[config.mk]
export PLATFORM = sky130hd
export DESIGN_NAME = pipeline_ctrl
export DESIGN_NICKNAME = d
export VERILOG_FILES = /design/src/rtl/pipeline_ctrl.sv
export SDC_FILE = /design/constraint.sdc
export NUM_CORES = 1
export LEC_CHECK = 0
export CORE_ASPECT_RATIO = 1.5
export CORE_MARGIN = 3
export CORE_UTILIZATION = 39
export DETAILED_ROUTE_END_ITERATION = 16
export PLACE_DENSITY = 0.85
export SYNTH_ARGS = -nofsm -noshare
export SYNTH_HDL_FRONTEND = slang
export SYNTH_SLANG_ARGS = --single-unit
[constraint.sdc]
create_clock -name clk -period 2.1 [get_ports clk]
set_clock_uncertainty 0.2 [all_clocks]
set_input_delay 0.21 -clock clk [delete_from_list [all_inputs] [get_ports clk]]
set_output_delay 0.21 -clock clk [all_outputs]
set_load 0.05 [all_outputs]
[src/rtl/pipeline_ctrl.sv]
// pipeline_ctrl: stall/flush scheduler for the 5-stage MIPS pipeline.
// Inputs:  clk, rst (async, active-low), fetch_busy, id_stall_req,
//          ex_div_start, mem_busy, exc_eret/syscall/break/overflow,
//          exc_delayslot, exc_pc, cp0_epc.
// Outputs: stall[4:0] (PC, IF/ID, ID/EX, EX/MEM, MEM/WB), flush, flush_pc,
//          exc_commit, exc_cause, exc_epc, exc_bd, div_done.
// Optional: define PIPELINE_CTRL_PERF_EN to add perf_stall_cycles and
//           perf_flush_count.
module pipeline_ctrl #(
    parameter int DIV_CYCLES = 32,
    parameter int ADDR_WIDTH = 32,
    parameter logic [ADDR_WIDTH-1:0] EXC_BASE = 32'hBFC00380
) (
    input  logic                  clk,
    input  logic                  rst,
    input  logic                  fetch_busy,
    input  logic                  id_stall_req,
    input  logic                  ex_div_start,
    input  logic                  mem_busy,
    input  logic                  exc_eret,
    input  logic                  exc_syscall,
    input  logic                  exc_break,
    input  logic                  exc_overflow,
    input  logic                  exc_delayslot,
    input  logic [ADDR_WIDTH-1:0] exc_pc,
    input  logic [ADDR_WIDTH-1:0] cp0_epc,
    output logic [4:0]            stall,
    output logic                  flush,
    output logic [ADDR_WIDTH-1:0] flush_pc,
    output logic                  exc_commit,
    output logic [4:0]            exc_cause,
    output logic [ADDR_WIDTH-1:0] exc_epc,
    output logic                  exc_bd,
    output logic                  div_done
`ifdef PIPELINE_CTRL_PERF_EN
    ,
    output logic [31:0]           perf_stall_cycles,
    output logic [15:0]           perf_flush_count
`endif
);

    localparam int CW = (DIV_CYCLES > 2) ? $clog2(DIV_CYCLES) : 1;
    localparam logic [CW-1:0] CNT_INIT = CW'(DIV_CYCLES - 1);

    typedef enum logic [1:0] {
        IDLE,
        DIV_BUSY,
        EXC_FLUSH
    } state_e;

    state_e                state_q, state_d;
    logic [CW-1:0]         cnt_q, cnt_d;
    logic                  flush_q, flush_d;
    logic [ADDR_WIDTH-1:0] flush_pc_q, flush_pc_d;
    logic                  commit_q, commit_d;
    logic [4:0]            cause_q, cause_d;
    logic [ADDR_WIDTH-1:0] epc_q, epc_d;
    logic                  bd_q, bd_d;

    logic       exc_flag;
    logic       exc_any;
    logic       div_stall;
    logic       div_fin;
    logic [4:0] stall_v;

    // A pending exception waits behind a data-bus stall; the MEM stall
    // keeps its flags in place until the bus is free.
    assign exc_flag = exc_eret | exc_syscall | exc_break | exc_overflow;
    assign exc_any  = exc_flag & (state_q != EXC_FLUSH) & ~mem_busy;

    assign div_stall = ((state_q == IDLE) & ex_div_start)
                     | ((state_q == DIV_BUSY) & ((cnt_q != '0) | mem_busy));

    assign div_fin = (state_q == DIV_BUSY) & (cnt_q == '0)
                   & ~mem_busy & ~exc_any;

    // Stage k stalls every register upstream of it, so the deepest active
    // source sets the width of the ones-run.
    always_comb begin
        stall_v = 5'b00000;
        if (fetch_busy)   stall_v = 5'b00001;
        if (id_stall_req) stall_v = 5'b00011;
        if (div_stall)    stall_v = 5'b00111;
        if (mem_busy)     stall_v = 5'b01111;
        if (exc_any)      stall_v = 5'b11111;
        if (state_q == EXC_FLUSH) stall_v = 5'b00000;
    end

    // Combinational outputs are forced quiet while reset is held.
    assign stall    = rst ? stall_v : 5'b00000;
    assign div_done = rst & div_fin;

    always_comb begin
        state_d    = state_q;
        cnt_d      = cnt_q;
        flush_d    = 1'b0;
        commit_d   = 1'b0;
        flush_pc_d = flush_pc_q;
        cause_d    = cause_q;
        epc_d      = epc_q;
        bd_d       = bd_q;

        unique case (state_q)
            IDLE: begin
                if (ex_div_start) begin
                    state_d = DIV_BUSY;
                    cnt_d   = CNT_INIT;
                end
            end
            DIV_BUSY: begin
                if (cnt_q != '0) begin
                    cnt_d = cnt_q - 1'b1;
                end else if (!mem_busy) begin
                    state_d = IDLE;
                end
            end
            EXC_FLUSH: state_d = IDLE;
            default:   state_d = IDLE;
        endcase

        // Exception entry overrides a divide start or an in-flight divide.
        if (exc_any) begin
            state_d    = EXC_FLUSH;
            cnt_d      = '0;
            flush_d    = 1'b1;
            commit_d   = ~exc_eret;
            flush_pc_d = exc_eret ? cp0_epc : EXC_BASE;
            if (exc_eret)         cause_d = 5'd0;
            else if (exc_syscall) cause_d = 5'd8;
            else if (exc_break)   cause_d = 5'd9;
            else                  cause_d = 5'd12;
            epc_d = exc_delayslot ? exc_pc - ADDR_WIDTH'(4) : exc_pc;
            bd_d  = exc_delayslot;
        end
    end

    always_ff @(posedge clk or negedge rst) begin
        if (!rst) begin
            state_q    <= IDLE;
            cnt_q      <= '0;
            flush_q    <= 1'b0;
            flush_pc_q <= EXC_BASE;
            commit_q   <= 1'b0;
            cause_q    <= 5'd0;
            epc_q      <= '0;
            bd_q       <= 1'b0;
        end else begin
            state_q    <= state_d;
            cnt_q      <= cnt_d;
            flush_q    <= flush_d;
            flush_pc_q <= flush_pc_d;
            commit_q   <= commit_d;
            cause_q    <= cause_d;
            epc_q      <= epc_d;
            bd_q       <= bd_d;
        end
    end

    assign flush      = flush_q;
    assign flush_pc   = flush_pc_q;
    assign exc_commit = commit_q;
    assign exc_cause  = cause_q;
    assign exc_epc    = epc_q;
    assign exc_bd     = bd_q;

`ifdef PIPELINE_CTRL_PERF_EN
    logic [31:0] perf_stall_q;
    logic [15:0] perf_flush_q;

    always_ff @(posedge clk or negedge rst) begin
        if (!rst) begin
            perf_stall_q <= '0;
            perf_flush_q <= '0;
        end else begin
            if (stall_v[0] && perf_stall_q != '1)
                perf_stall_q <= perf_stall_q + 1'b1;
            if (flush_q)
                perf_flush_q <= perf_flush_q + 1'b1;
        end
    end

    assign perf_stall_cycles = perf_stall_q;
    assign perf_flush_count  = perf_flush_q;
`else
    // Performance counters are not built in this configuration.
`endif

endmodule

==> impl_metrics.prom, run 1 <==
# TYPE chip_impl_metric gauge
chip_impl_info{name="status",value="finished with violations"} 1
chip_impl_info{name="violations_in_the_final_reports",value="setup timing"} 1
chip_impl_metric{name="timing.final.max_slew_violations",unit=""} 0
chip_impl_metric{name="design.final.nets",unit=""} 704
chip_impl_metric{name="cp_data_arrival_time",unit="ns"} 1.83
chip_impl_metric{name="fp-row-count",unit=""} 43
chip_impl_metric{name="grtUsageTotal",unit="%"} 21.7
chip_impl_metric{name="worst_slew_margin_rel",unit="%"} 50.6
chip_impl_info{name="rsz0062_at_grt",value="yes"} 1
chip_impl_metric{name="dr.first_iter.drc_count",unit=""} 163
chip_impl_metric{name="async_reset_ff_share",unit="%"} 100
chip_impl_info{name="layout.cells.most_common",value="clkdlybuf4s50_1"} 1
chip_impl_metric{name="globalRouteOverflowTotal",unit=""} 0
chip_impl_metric{name="grt_antenna_before_repair",unit=""} 0
chip_impl_metric{name="crit_path_max_fanout",unit=""} 4
chip_impl_metric{name="pin_count",unit=""} 153
chip_impl_info{name="maxUsedRoutingLayer",value="met4"} 1
chip_impl_metric{name="fillCellCount",unit=""} 712
chip_impl_metric{name="critical_path_required",unit="ns"} 1.69
chip_impl_metric{name="design.core.area",unit="mm^2"} 0.00931
chip_impl_metric{name="final-setup-viol-count",unit=""} 4
chip_impl_metric{name="timing.reg2reg.worst_path_depth",unit=""} 8
chip_impl_metric{name="cts-htree-levels",unit=""} 3
chip_impl_metric{name="synthesized_instance_count",unit=""} 421
chip_impl_metric{name="dpl-instance-area",unit="mm^2"} 0.00578
chip_impl_metric{name="hpwl",unit="um"} 8580
chip_impl_metric{name="switching_component_of_the_power",unit="mW"} 1.92
chip_impl_metric{name="clock.fmax",unit="MHz"} 446
chip_impl_metric{name="share_of_synthesized_area_occupied_by_flip_flops_and_latches",unit="%"} 51.5
chip_impl_info{name="cp-start-kind",value="flop"} 1
chip_impl_metric{name="postSynthRegisterBits",unit=""} 77
chip_impl_metric{name="clk_transition_reported_paths",unit="ns"} 0.06
chip_impl_metric{name="cts_num_sinks",unit=""} 77
chip_impl_metric{name="viasPerCell",unit=""} 5.30
chip_impl_metric{name="detail_route.wirelength",unit="um"} 11700
chip_impl_metric{name="fin_crit_sh",unit="%"} 107
chip_impl_metric{name="yosysWarningCount",unit=""} 0
chip_impl_metric{name="syn_avg_cell_area",unit="um^2"} 8.95
chip_impl_metric{name="clockPowerShare",unit="%"} 30.4
chip_impl_metric{name="synthDistinctLibCells",unit=""} 42
chip_impl_metric{name="vdd_ir_drop_max",unit="uV"} 500
chip_impl_metric{name="post-place-ws",unit="ns"} -0.796
chip_impl_metric{name="width_of_the_die",unit="um"} 86.3
chip_impl_metric{name="ant_nets",unit=""} 0
chip_impl_metric{name="numPortBuffers",unit=""} 150
chip_impl_metric{name="fin_hold_ws",unit="ns"} 0.0290
chip_impl_metric{name="netlist_area",unit="mm^2"} 0.00377
chip_impl_metric{name="setup_slack",unit="ns"} -0.141
chip_impl_metric{name="worst_slew_pin_slew",unit="ns"} 0.741
chip_impl_info{name="endpoint_kind",value="primary output"} 1
chip_impl_metric{name="routed-wl-met2",unit="um"} 6160
chip_impl_metric{name="hold-path-cell-count",unit=""} 3
chip_impl_metric{name="power.static_leakage",unit="nW"} 2.81
chip_impl_metric{name="clock_path_buffers",unit=""} 2
chip_impl_metric{name="area.growth.synth_to_final",unit="%"} 67.4
chip_impl_metric{name="detailroute.via_count",unit=""} 3936
chip_impl_metric{name="finalWeightedCongestion",unit=""} 0.863
chip_impl_info{name="clock_root_buffer",value="clkbuf_16"} 1
chip_impl_info{name="critical_path_class",value="reg2out"} 1
chip_impl_metric{name="sequentialPowerShare",unit="%"} 34.1
chip_impl_metric{name="max-cap-violations",unit=""} 0
chip_impl_metric{name="global_route_wire_length_before_repair",unit="um"} 18900
chip_impl_metric{name="stdcell_area",unit="mm^2"} 0.00630
chip_impl_metric{name="met1Wirelength",unit="um"} 4510
chip_impl_metric{name="detailroute.wirelength.met3",unit="um"} 611
chip_impl_metric{name="switching_share",unit="%"} 35.2
chip_impl_metric{name="grt_max_degree",unit=""} 58
chip_impl_info{name="synthFlopType",value="dfrtp_1"} 1
chip_impl_metric{name="cts_made_buffers",unit=""} 9
chip_impl_metric{name="drt-wirelength-per-cell",unit="um"} 15.8
chip_impl_metric{name="finalHoldViolations",unit=""} 0
chip_impl_info{name="leading_cell_types_in_the_layout_fill_and_taps_excluded",value="115 x clkdlybuf4s50_1, 69 x buf_4, 68 x nand2_1"} 1
chip_impl_metric{name="initial_cell_density_of_the_core",unit="%"} 40.5
chip_impl_metric{name="antenna_cells_inserted",unit=""} 0
chip_impl_metric{name="drc_errors",unit=""} 0
chip_impl_metric{name="power_frac_comb",unit="%"} 35.5
chip_impl_info{name="worstHoldPathType",value="in2reg"} 1
chip_impl_metric{name="worst_skew_pair.late_latency",unit="ns"} 0.32
chip_impl_metric{name="finalCriticalPeriod",unit="ns"} 2.24
chip_impl_metric{name="first_global_vias",unit=""} 3921
chip_impl_info{name="tritoncts",value="yes"} 1
chip_impl_metric{name="final_layout_size_suffix_gt1_share",unit="%"} 21.9
chip_impl_metric{name="synth_edf_count",unit=""} 0
chip_impl_metric{name="post-layout-total-power",unit="mW"} 5.46
chip_impl_metric{name="drt_pre_antenna_iters",unit=""} 4
chip_impl_metric{name="die_area",unit="mm^2"} 0.0109
chip_impl_metric{name="internal-power",unit="mW"} 3.54
chip_impl_metric{name="floorplan.die.height",unit="um"} 126
chip_impl_metric{name="power_per_cell_area",unit="mW/mm^2"} 866
==> what timing repair did <==
action	4_1_cts	5_1_grt
pin swaps	12	16
endpoints found under the hold margin	65	0
hold buffers	1	0
cloned	2	0
buffers inserted	4	5
resized for setup	44	27
endpoints found under the setup margin	19	23
==> power by group through the flow <==
stage	clock [mW]	combinational (mW)	sequential [mW]
floorplan	0	0.402	2.57
global placement	0	1.86	1.87
detailed placement	0	1.89	1.88
CTS	1.70	1.94	1.86
global route	1.77	2.05	1.89
finish	1.66	1.94	1.86
==> path summary, 6_finish.rpt <==
path	from	endpoint	slack, ns
worst max-delay path	cnt_q[0]$_DFFE_PN0P_	stall[2]	-0.14
worst min-delay path	exc_pc[4]	exc_epc[4]$_DFFE_PN0N_	0.03
worst max register to register	cnt_q[0]$_DFFE_PN0P_	cnt_q[2]$_DFFE_PN0P_	0.17
worst min register to register	flush_pc[14]$_DFFE_PN0N_	flush_pc[14]$_DFFE_PN0N_	0.27
max in group asynchronous	rst	flush_pc[6]$_DFFE_PN0N_	0.77
min in group asynchronous	rst	exc_epc[13]$_DFFE_PN0N_	0.26
==> worst max-delay path: stages, from the launching register on <==
cell     delay, ns
dfrtp_1       0.39
inv_2         0.07
ha_1          0.14
nor4b_4       0.26
nor2_1        0.08
o31a_1        0.25
o21a_1        0.18
buf_6         0.15
==> final cells by class <==
| cell class | instances | area (um^2) | share of cell area (%) |
|---|---|---|---|
| Clock buffer | 12 | 256 | 4.07 |
| Inverter | 20 | 77.6 | 1.23 |
| Multi-Input combinational cell | 299 | 1760 | 27.9 |
| Tap cell | 112 | 140 | 2.22 |
| Clock inverter | 4 | 70.1 | 1.11 |
| Sequential cell | 77 | 1940 | 30.8 |
| Timing Repair Buffer | 219 | 2060 | 32.7 |
==> cells in the mapped netlist (2+ instances only) <==
cell type	number	area share, %
nand2b_1	7	1.2
or3_1	11	1.8
a311oi_1	4	0.93
nand3_1	24	3.2
buf_1	2	0.20
xor2_1	6	1.4
or4_1	15	3.0
nor3_1	8	1.1
nor4_1	5	0.83
a31oi_1	30	5.0
or4b_4	2	0.73
buf_4	2	0.40
nand4_1	4	0.66
o21ai_0	18	2.4
nor2_1	43	4.3
dfrtp_1	65	43
clkbuf_1	23	2.3
a21oi_1	10	1.3
or2_2	3	0.50
ha_1	3	1.0
inv_1	20	2.0
o21bai_1	2	0.40
nand3b_1	2	0.40
o31ai_1	12	2.4
nor2b_1	2	0.33
nand2_1	68	6.8
xnor2_1	4	0.93
dfstp_2	12	8.4
==> cells by family (layout without fill, tap and decap cells) <==
family                   count (synthesis)  in the layout  synth area share [%]
AO/OA/AOI/OAI                           82             82                  13.7
adder cells (fa/ha/maj)                  3              3                 0.996
AND/OR/NAND/NOR                        199            201                  25.9
other                                    1              2                0.0995
flip-flops                              77             77                  51.5
buffers and inverters                   48            255                  5.18
multiplexers                             1              1                 0.299
XOR/XNOR                                10             10                  2.32
==> flip-flops by register name (all words and copies together) (netlist names) <==
register	count
flush	1
exc_commit	1
exc_cause	3
cnt_q	5
exc_bd	1
state_q	2
exc_epc	32
flush_pc	32
==> through the flow <==
stage,setup TNS (ns),std cells,utilization [%]
after floorplan,-1.34,422,-
after CTS,-0.516,738,66.7
after global routing,-0.640,743,67.7
after detailed placement,-18.76,715,62.1
after global placement,-15.14,715,62.1
final,-0.283,743,67.7
==> metal layers <==
metal	vias to the layer above	global-route usage, %
met3	28	3.31
met4	0	11.7
li1	1890	-
met1	1869	25.0
met2	149	38.0
met5	-	0
Power figures use the tool's default switching activity.
==> run 2: changes to the inputs <==
--- a/config.mk
+++ b/config.mk
@@ -5,9 +5,10 @@
 export SDC_FILE = /design/constraint.sdc
 export NUM_CORES = 1
 export LEC_CHECK = 0
-export CORE_ASPECT_RATIO = 1.5
+export CORE_ASPECT_RATIO = 0.75
 export CORE_MARGIN = 3
 export CORE_UTILIZATION = 39
+export CTS_CLUSTER_DIAMETER = 100
 export DETAILED_ROUTE_END_ITERATION = 16
 export PLACE_DENSITY = 0.85
 export SYNTH_ARGS = -nofsm -noshare
==> impl_metrics.prom, run 2 (synthesized netlist as in run 1, its figures left out) <==
# TYPE chip_impl_metric gauge
chip_impl_info{name="worstHoldPathType",value="in2reg"} 1
chip_impl_metric{name="vdd_ir_drop_max",unit="uV"} 445
chip_impl_metric{name="clock_path_buffers",unit=""} 2
chip_impl_metric{name="numPortBuffers",unit=""} 150
chip_impl_metric{name="width_of_the_die",unit="um"} 119
chip_impl_metric{name="timing.final.max_slew_violations",unit=""} 0
chip_impl_metric{name="grt_max_degree",unit=""} 66
chip_impl_metric{name="pin_count",unit=""} 153
chip_impl_info{name="cp-start-kind",value="flop"} 1
chip_impl_metric{name="viasPerCell",unit=""} 5.25
chip_impl_info{name="critical_path.cell_chain",value="inv_2 > ha_4 > nor4b_4 > buf_4 > nor2_1 > o31a_1 > o21a_1 > buf_6"} 1
chip_impl_metric{name="cts_made_buffers",unit=""} 9
chip_impl_metric{name="clock.fmax",unit="MHz"} 429
chip_impl_metric{name="worst_slew_margin_rel",unit="%"} 45.3
chip_impl_metric{name="design.final.nets",unit=""} 710
chip_impl_metric{name="timing.reg2reg.setup_slack",unit="ns"} 0.10
chip_impl_info{name="status",value="finished with violations"} 1
chip_impl_metric{name="first_global_vias",unit=""} 4071
chip_impl_metric{name="floorplan.die.height",unit="um"} 91.1
chip_impl_metric{name="cts-htree-levels",unit=""} 3
chip_impl_metric{name="worst_slew_pin_slew",unit="ns"} 0.821
chip_impl_metric{name="worst_skew_pair.late_latency",unit="ns"} 0.32
chip_impl_metric{name="drc_errors",unit=""} 0
chip_impl_info{name="timing.rr.start",value="cnt_q[0]$_DFFE_PN0P_"} 1
chip_impl_info{name="whs_endpoint",value="exc_cause[2]$_DFFE_PN0N_"} 1
chip_impl_info{name="endpoint_kind",value="primary output"} 1
chip_impl_metric{name="cp.buffers_inverters",unit=""} 3
chip_impl_metric{name="slowest_delay",unit="ns"} 0.40
chip_impl_metric{name="power_frac_comb",unit="%"} 35.9
chip_impl_info{name="regToRegEndpoint",value="cnt_q[2]$_DFFE_PN0P_"} 1
chip_impl_metric{name="internal-power",unit="mW"} 3.50
chip_impl_metric{name="final-seq-area",unit="mm^2"} 0.00194
chip_impl_metric{name="drt_pre_antenna_iters",unit=""} 4
chip_impl_info{name="critical_path.slowest_cell",value="dfrtp_1"} 1
chip_impl_metric{name="cts_num_sinks",unit=""} 77
chip_impl_metric{name="final_layout_size_suffix_gt1_share",unit="%"} 22.8
chip_impl_metric{name="post-place-ws",unit="ns"} -0.740
chip_impl_metric{name="globalRouteOverflowTotal",unit=""} 0
chip_impl_info{name="rsz0062_at_grt",value="yes"} 1
chip_impl_metric{name="die_area",unit="mm^2"} 0.0109
chip_impl_metric{name="fin_crit_sh",unit="%"} 111
chip_impl_metric{name="drt-wirelength-per-cell",unit="um"} 15.8
chip_impl_metric{name="grt_antenna_before_repair",unit=""} 0
chip_impl_metric{name="initial_cell_density_of_the_core",unit="%"} 40.8
chip_impl_metric{name="fp-row-count",unit=""} 30
chip_impl_info{name="critical_path_class",value="reg2out"} 1
chip_impl_metric{name="sequentialPowerShare",unit="%"} 34.1
chip_impl_metric{name="max-cap-violations",unit=""} 0
chip_impl_info{name="leading_cell_types_in_the_layout_fill_and_taps_excluded",value="124 x clkdlybuf4s50_1, 71 x buf_4, 68 x nand2_1"} 1
chip_impl_metric{name="switching_component_of_the_power",unit="mW"} 1.99
chip_impl_metric{name="hold-path-cell-count",unit=""} 2
chip_impl_metric{name="ant_nets",unit=""} 0
chip_impl_metric{name="multi_input_comb_area",unit="mm^2"} 0.00178
chip_impl_info{name="violations_in_the_final_reports",value="setup timing"} 1
chip_impl_metric{name="post-layout-total-power",unit="mW"} 5.50
chip_impl_metric{name="clk_transition_reported_paths",unit="ns"} 0.06
chip_impl_metric{name="setup_slack",unit="ns"} -0.233
chip_impl_metric{name="switching_share",unit="%"} 36.2
chip_impl_info{name="hold_start",value="exc_break"} 1
chip_impl_metric{name="critical_path_required",unit="ns"} 1.69
chip_impl_metric{name="fillCellCount",unit=""} 710
chip_impl_metric{name="detailroute.via_count",unit=""} 4020
chip_impl_metric{name="timing.reg2reg.worst_path_depth",unit=""} 7
chip_impl_metric{name="power.static_leakage",unit="nW"} 2.83
chip_impl_info{name="layout.cells.most_common",value="clkdlybuf4s50_1"} 1
chip_impl_metric{name="finalCriticalPeriod",unit="ns"} 2.33
chip_impl_metric{name="detail_route.wirelength",unit="um"} 12100
chip_impl_info{name="cp_top_family",value="compound AO/OA/AOI/OAI gates"} 1
chip_impl_metric{name="grtUsageTotal",unit="%"} 21.7
chip_impl_metric{name="clockPowerShare",unit="%"} 30.0
chip_impl_metric{name="final-setup-viol-count",unit=""} 7
chip_impl_metric{name="hpwl",unit="um"} 8600
chip_impl_metric{name="power_per_cell_area",unit="mW/mm^2"} 854
chip_impl_metric{name="cp_data_arrival_time",unit="ns"} 1.92
chip_impl_metric{name="finalWeightedCongestion",unit=""} 0.847
chip_impl_info{name="clock_root_buffer",value="clkbuf_16"} 1
chip_impl_metric{name="finalHoldViolations",unit=""} 0
chip_impl_metric{name="crit_path_max_fanout",unit=""} 5
chip_impl_metric{name="design.core.area",unit="mm^2"} 0.00923
chip_impl_info{name="tritoncts",value="yes"} 1
chip_impl_metric{name="global_route_wire_length_before_repair",unit="um"} 19300
chip_impl_metric{name="dr.first_iter.drc_count",unit=""} 161
chip_impl_metric{name="antenna_cells_inserted",unit=""} 0
chip_impl_metric{name="dpl-instance-area",unit="mm^2"} 0.00583
chip_impl_metric{name="stdcell_area",unit="mm^2"} 0.00644
chip_impl_metric{name="area.growth.synth_to_final",unit="%"} 70.9
## run 2: cell count changes in the layout (fill, tap and decap cells not counted), sizes merged
| cell | previous run | this run |
|---|---|---|
| buf | 80 | 87 |
| clkbuf | 15 | 10 |
| clkdlybuf4s50 | 115 | 124 |
| clkinvlp | 0 | 2 |
| dlygate4sd2 | 6 | 3 |
| dlymetal6s2s | 14 | 12 |
| or4b | 4 | 2 |
## run 2: power by group through the flow
| stage | clock network, mW | logic [mW] | registers (mW) |
|---|---|---|---|
| finish | 1.65 | 1.97 | 1.87 |
| global route | 1.75 | 2.08 | 1.90 |
| CTS | 1.68 | 1.95 | 1.87 |
| detailed placement | 0 | 1.90 | 1.89 |
| global placement | 0 | 1.86 | 1.88 |
| floorplan | 0 | 0.402 | 2.57 |
## run 2: stage by stage
| stage | util, % | TNS (ns) | hold slack [ns] | cells |
|---|---|---|---|---|
| floorplan | - | -1.34 | -0.286 | 422 |
| global placement | 63.1 | -12.28 | -0.122 | 733 |
| detailed placement | 63.1 | -15.84 | -0.119 | 733 |
| CTS | 68.4 | -0.628 | 0.0231 | 763 |
| global route | 69.7 | -1.37 | 0.0306 | 765 |
| finish | 69.7 | -0.731 | 0.00837 | 765 |
## run 2: layout make-up
type / count / share of cell area (%)
clock buffers: 10 / 3.56
clock inverters: 6 / 1.38
multi-input cells: 297 / 27.7
repair buffers: 227 / 33.5
well taps: 128 / 2.49
inverters: 20 / 1.21
flip-flops and latches: 77 / 30.2
## run 2: repair_timing
item                                   4_1_cts  5_1_grt
endpoints found under the hold margin       12        0
hold buffers                                 1        0
gates resized for setup                     42       26
setup endpoints to repair                   17       26
pin swaps                                   16       10
setup buffers                               13        2
## run 2: metal layers
metal	part of all wire, %	up-vias	routed length (um)	global-route usage, %
met4	1.6	0	196	4.67
met1	40	1924	4790	26.5
met5	0	-	0	0
met2	51	170	6210	38.3
met3	7.4	25	891	5.79
li1	-	1901	-	-
## run 2: worst max path at each step
stage                                    start                 endpoint  slack [ns]  depth (start not counted)
after floorplan                      exc_pc[4]  exc_epc[25]$_DFFE_PN0N_       -0.18                          5
after global placement               exc_pc[4]  exc_epc[21]$_DFFE_PN0N_       -0.66                          5
after detailed placement             exc_pc[4]  exc_epc[21]$_DFFE_PN0N_       -0.74                          5
after CTS                 cnt_q[0]$_DFFE_PN0P_                 stall[2]       -0.24                          8
after global routing      cnt_q[1]$_DFFE_PN0P_                 stall[2]       -0.31                          8
final                     cnt_q[0]$_DFFE_PN0P_                 stall[2]       -0.23                          8
## run 2: worst reg2reg max path: cells and delay by family (launching register included)
| kind | cells | cell delay [ns] |
|---|---|---|
| adders and majority gates | 1 | 0.15 |
| and+or+nand+nor | 1 | 0.12 |
| buffers and inverters | 2 | 0.22 |
| AOI/OAI and AO/OA | 3 | 0.82 |
| DFF | 1 | 0.38 |
